[config.mk]
export PLATFORM = sky130hd
export DESIGN_NAME = iob_sync_filt
export DESIGN_NICKNAME = d
export VERILOG_FILES = /design/src/rtl/iob_sync_filt.sv
export SDC_FILE = /design/constraint.sdc
export NUM_CORES = 1
export LEC_CHECK = 0
export CORE_AREA = 5 5 42 44
export DETAILED_ROUTE_END_ITERATION = 10
export DIE_AREA = 0 0 47 49
export PLACE_DENSITY = 0.36
export REMOVE_ABC_BUFFERS = 1
export SYNTH_ARGS = -nofsm -noshare
export SYNTH_HDL_FRONTEND = slang
export SYNTH_SLANG_ARGS = --single-unit
export TNS_END_PERCENT = 30
[constraint.sdc]
create_clock -name clk_i -period 1.31 [get_ports clk_i]
set_clock_uncertainty 0.1 [all_clocks]
set_input_delay 0.131 -clock clk_i [delete_from_list [all_inputs] [get_ports clk_i]]
set_output_delay 0.131 -clock clk_i [all_outputs]
set_load 0.02 [all_outputs]
[src/rtl/iob_sync_filt.sv]
// Multi-stage synchroniser with per-bit stability filter and registered rise/fall pulses.
// Latency: SYNC_STAGES + FILT_CNT edges from a held input change to signal_o (+1 on setup violation).
// No backpressure: free-running level path, every bit independent, outputs valid every cycle.
//
// Ports:
//   clk_i    - clock
//   arst_i   - asynchronous reset, active-high
//   signal_i - asynchronous input levels (DATA_W bits)
//   signal_o - synchronised, filtered levels
//   rise_o   - 1-cycle pulse coinciding with a signal_o bit going 0->1
//   fall_o   - 1-cycle pulse coinciding with a signal_o bit going 1->0
//   change_o - OR of all rise_o/fall_o bits
module iob_sync_filt #(
    parameter int                DATA_W      = 1,
    parameter int                SYNC_STAGES = 2,
    parameter int                FILT_CNT    = 1,
    parameter logic [DATA_W-1:0] RST_VAL     = '0
) (
    input  logic              clk_i,
    input  logic              arst_i,
    input  logic [DATA_W-1:0] signal_i,
    output logic [DATA_W-1:0] signal_o,
    output logic [DATA_W-1:0] rise_o,
    output logic [DATA_W-1:0] fall_o,
    output logic              change_o
);

    localparam int               CNT_W    = $clog2(FILT_CNT + 1);
    localparam logic [CNT_W-1:0] CNT_LAST = CNT_W'(FILT_CNT - 1);

    // Plain flop chain: nothing may sit between stages so each stage gets a full
    // cycle to resolve metastability.
    logic [DATA_W-1:0] sync_q [SYNC_STAGES];
    logic [DATA_W-1:0] synced;

    always_ff @(posedge clk_i or posedge arst_i) begin
        if (arst_i) begin
            for (int k = 0; k < SYNC_STAGES; k++) begin
                sync_q[k] <= RST_VAL;
            end
        end else begin
            sync_q[0] <= signal_i;
            for (int k = 1; k < SYNC_STAGES; k++) begin
                sync_q[k] <= sync_q[k-1];
            end
        end
    end

    assign synced = sync_q[SYNC_STAGES-1];

    logic [DATA_W-1:0] level_q;
    logic [DATA_W-1:0] rise_q;
    logic [DATA_W-1:0] fall_q;

    for (genvar b = 0; b < DATA_W; b++) begin : g_bit
        logic [CNT_W-1:0] cnt_q;

        // The counter tracks how many consecutive cycles the synced value has
        // disagreed with the accepted level; any agreement clears it, which is
        // what rejects glitches shorter than FILT_CNT cycles.
        always_ff @(posedge clk_i or posedge arst_i) begin
            if (arst_i) begin
                cnt_q      <= '0;
                level_q[b] <= RST_VAL[b];
                rise_q[b]  <= 1'b0;
                fall_q[b]  <= 1'b0;
            end else begin
                rise_q[b] <= 1'b0;
                fall_q[b] <= 1'b0;
                if (synced[b] == level_q[b]) begin
                    cnt_q <= '0;
                end else if (cnt_q == CNT_LAST) begin
                    // Pulses are registered on the same edge as the level so
                    // they line up with the new signal_o value.
                    level_q[b] <= synced[b];
                    rise_q[b]  <= synced[b];
                    fall_q[b]  <= ~synced[b];
                    cnt_q      <= '0;
                end else begin
                    cnt_q <= cnt_q + CNT_W'(1);
                end
            end
        end
    end

    assign signal_o = level_q;
    assign rise_o   = rise_q;
    assign fall_o   = fall_q;
    // Built only from flops, so the OR cannot glitch on input activity.
    assign change_o = |(rise_q | fall_q);

endmodule

Yosys cells after proc, flatten, opt, wreduce, memory -nomap -nowiden
Index checks and enable logic that the tools add are counted.
{"block": "totals", "in_bits": 3, "output_inout_bits": 4, "word_cells": 19, "register_bits": 6}
{"block": "classes", "bitwise": 4, "reduce_logical": 1, "addsub": 1, "eq_ne": 1, "muxes": 6}
{"operator": "1-bit two-way mux", "count": 6}
{"operator": "1-bit inverter", "count": 3}
{"operator": "2-bit AND reduction", "count": 1}
{"operator": "1-bit adder, second input constant", "count": 1}
{"operator": "1-bit equality test", "count": 1}
{"operator": "1-bit bitwise OR", "count": 1}

Depth between registers and ports, before layout
{"block": "depth", "word_depth": 3, "ltp_mapped": 3, "ltp_nobuf": 3}

Worst setup path before layout
Ideal clock, no wire load.
{"block": "synth_timing", "path_type": "register to register", "startpoint": "reg level_q (netlist: signal_o)", "endpoint": "reg level_q (netlist: signal_o)", "path_stages_with_launch": 4, "arrival_time_ns": 1.119, "setup_slack_ns": -0.035, "required_ns": 1.085, "setup_time_ns": 0.125, "path_buffers": 0, "period_less_slack_ns": 1.345, "path_cell_list": "dfrtp_1 -> inv_1 -> ha_1 -> mux2_4"}
{"block": "synth_between", "elab_chain_len": 3}
{"item": "from (decl)", "line": "51", "text": "logic [DATA_W-1:0] level_q;"}
{"item": "from (signal, indexed assignment)", "line": "64", "text": "level_q[b] <= RST_VAL[b];"}
{"item": "from (signal, indexed assignment)", "line": "75", "text": "level_q[b] <= synced[b];"}
{"item": "1-bit equality test", "line": "70", "text": "if (synced[b] == level_q[b]) begin"}
{"item": "1-bit inverter (no line)"}
{"item": "2-bit AND reduction (no line)"}
No other way between the ends.
A chain may end at the register's enable or synchronous reset.

Final worst setup path
Ends and elaborated chain as after synthesis.

==> results.toml <==
[cts]
max-clock-path-buffers = 2
clkTransAtPathRegs_ns = 0.04
cts_buffers = 3
clockRootBuffer = "clkbuf_4"
clkSinkCount = 5
postCtsSetupRepairBufs = 0
cts_tree = "built"
clock_latency_ns = 0.24
cts_htree_levels = 1

[global_route]
globalRouteOverflowTotal = 0
busiest_layer = "met3"
grt_max_degree = 6
grt_pass1_vias = 130
antenna_found_initial = 0
grt_usage_pct = 3.75
grtUsageMet3_pct = 6.64
use_met2_pct = 4.52
grt_pass1_wl_um = 503
grtUsageMet1_pct = 2.68

[synth]
synth_top_area_share_pct = 68.5
synth_compound_area_share_pct = 0
synthAdderAreaFrac_pct = 13.7
synth_area_per_cell_um2 = 15.2
synth_area_um2 = 183
netlist_instances = 12
ys_seq_area_share_pct = 68.5
synth-seq-cells = 5
synth_cell_types = 5
synthSimpleGateAreaFrac_pct = 3.42
synth.mux.area_fraction_pct = 8.22
synth_xor_area_share_pct = 0
synth_top_family_by_area = "adder cells"
yosys.area.top_type = "dfrtp_1"
synth_area_leaders = "dfrtp_1 68%, ha_1 14%, mux2_4 8.2%"
synth_warnings = 0

[floorplanning]
die-area_um2 = 2300
core_um2 = 1400
core.rowCount = 14
die_width_um = 47
start_util_pct = 13.0
die_y_um = 49
pin_count = 7

[timing]
maxSlewViolCount = 0
worst_pin_slew_ns = 0.210
grt_setup_unrepaired = "no"
hold_violations = 0
relSlewSlack_pct = 86.1
tns_ns = 0
fin_crit_sh_pct = 95.5
setup_viol = 0
min_period_ns = 1.25
fmax_mhz = 800

[final_layout]
final_area_um2 = 299
n_antenna_cell = 0
area_growth_pct = 63.7
final_cell_mix = "5 x dfrtp_1, 3 x inv_1, 3 x clkbuf_4, 3 x dlygate4sd2_1"
fin_nets = 29
final_common_cell = "dfrtp_1"
utilization_pct = 21.3
drive_above_1_share_pct = 26.1

[worst_setup_path]
worstSetupPathType = "reg -> reg"
end_kind = "flop"
r2r_slack_ns = 0.06
critPathArrivalTime_ns = 1.27
cp_max_fo = 4
critPathRequiredTime_ns = 1.33
crit_family = "flip-flops"
r2r_cells = 3
crit_buf_inv = 1
r2r-end = "signal_o"
path_cells = "inv_1, ha_1, mux2_4"
max_stage_delay_ns = 0.38
r2r_start = "signal_o"
cpMaxStageDelayCell = "dfrtp_1"
cp-start-kind = "flop"

[routing]
drc = 0
drtIter0Drc = 0
viasPerCell = 3.10
drtAntennaViolNets = 0
routedWlPerCell_um = 7.44
vias = 121
dr.pass1.iters = 1
wl_um = 290

[pwr]
p_leak_nw = 0.157
p_total_mw = 0.620
ir_drop_uv = 538
powerDensity_nw_per_um2 = 2070

[outcome]
status = "finished, final reports clean"

[placed_design]
placed_area_um2 = 263
globalplace.congestion = 0.613
io_buffer_count = 6

[min_path]
min_path_cells = 1
min_from = "signal_i"
hold-path-endpoint = "sync_q[1]"
min_path_type = "in -> reg"

[job]
cap_viol_max_count = 0
==> per-stage QoR <==
step | cells | setup WS, ns | hold slack [ns]
2_1_floorplan | 12 | -0.0346 | -0.190
3_3_place_gp | 34 | -0.0886 | 0.238
3_5_place_dp | 34 | -0.0937 | 0.239
4_1_cts | 39 | -0.107 | 0.230
5_1_grt | 39 | 0.0189 | 0.228
6_report | 39 | 0.0592 | 0.232
==> cells in the mapped netlist <==
| cell type | count |
|---|---|
| mux2_4 | 1 |
| or2_2 | 1 |
| inv_1 | 3 |
| dfrtp_1 | 5 |
| ha_1 | 2 |
==> flip-flops by register name, summed over array words and instances, names as in the netlist <==
| signal | count |
|---|---|
| signal_o | 1 |
| synced | 1 |
| rise_o | 1 |
| fall_o | 1 |
| sync_q | 1 |
==> power breakdown <==
| group | internal (mW) | leakage, nW | switching [mW] |
|---|---|---|---|
| logic | 0.120 | 0.0808 | 0.108 |
| clock network | 0.115 | 0.0150 | 0.0619 |
| registers | 0.192 | 0.0607 | 0.0241 |
==> worst max-delay path by stage <==
stage / start / end / slack [ns] / cells after the start
finish: signal_o / signal_o / 0.06 / 3
global route: signal_o / signal_o / 0.02 / 3
CTS: fall_o / change_o / -0.11 / 2
detailed placement: fall_o / change_o / -0.09 / 2
global placement: fall_o / change_o / -0.09 / 2
floorplan: signal_o / signal_o / -0.03 / 3
==> cell type report <==
type	count	area (µm²)
Sequential cell	5	125
Tap cell	16	20.0
Inverter	3	11.3
Timing Repair Buffer	7	67.6
Multi-Input combinational cell	4	48.8
Clock buffer	4	26.3
Fill cell	162	1100
==> metal layers <==
metal | part of all wire [%] | vias up | wire, µm
li1 | - | 56 | -
met1 | 33 | 55 | 95
met2 | 44 | 10 | 127
met3 | 23 | 0 | 66
met4 | 0 | 0 | 0
met5 | 0 | - | 0
==> kinds of logic (layout without fill, tap and decap cells) <==
logic type,after synthesis,count (layout)
fa+ha+maj,2,2
buf+inv,3,14
flops,5,5
mux,1,1
simple gates,1,1
==> timing repair <==
action                                  4_1_cts  5_1_grt
hold buffers                                  1        0
gates cloned                                  0        0
endpoints found under the setup margin        4        1
resized for setup                             5        5
endpoints found under the hold margin         5        0
Note: power is estimated with default switching activity, not from simulation.
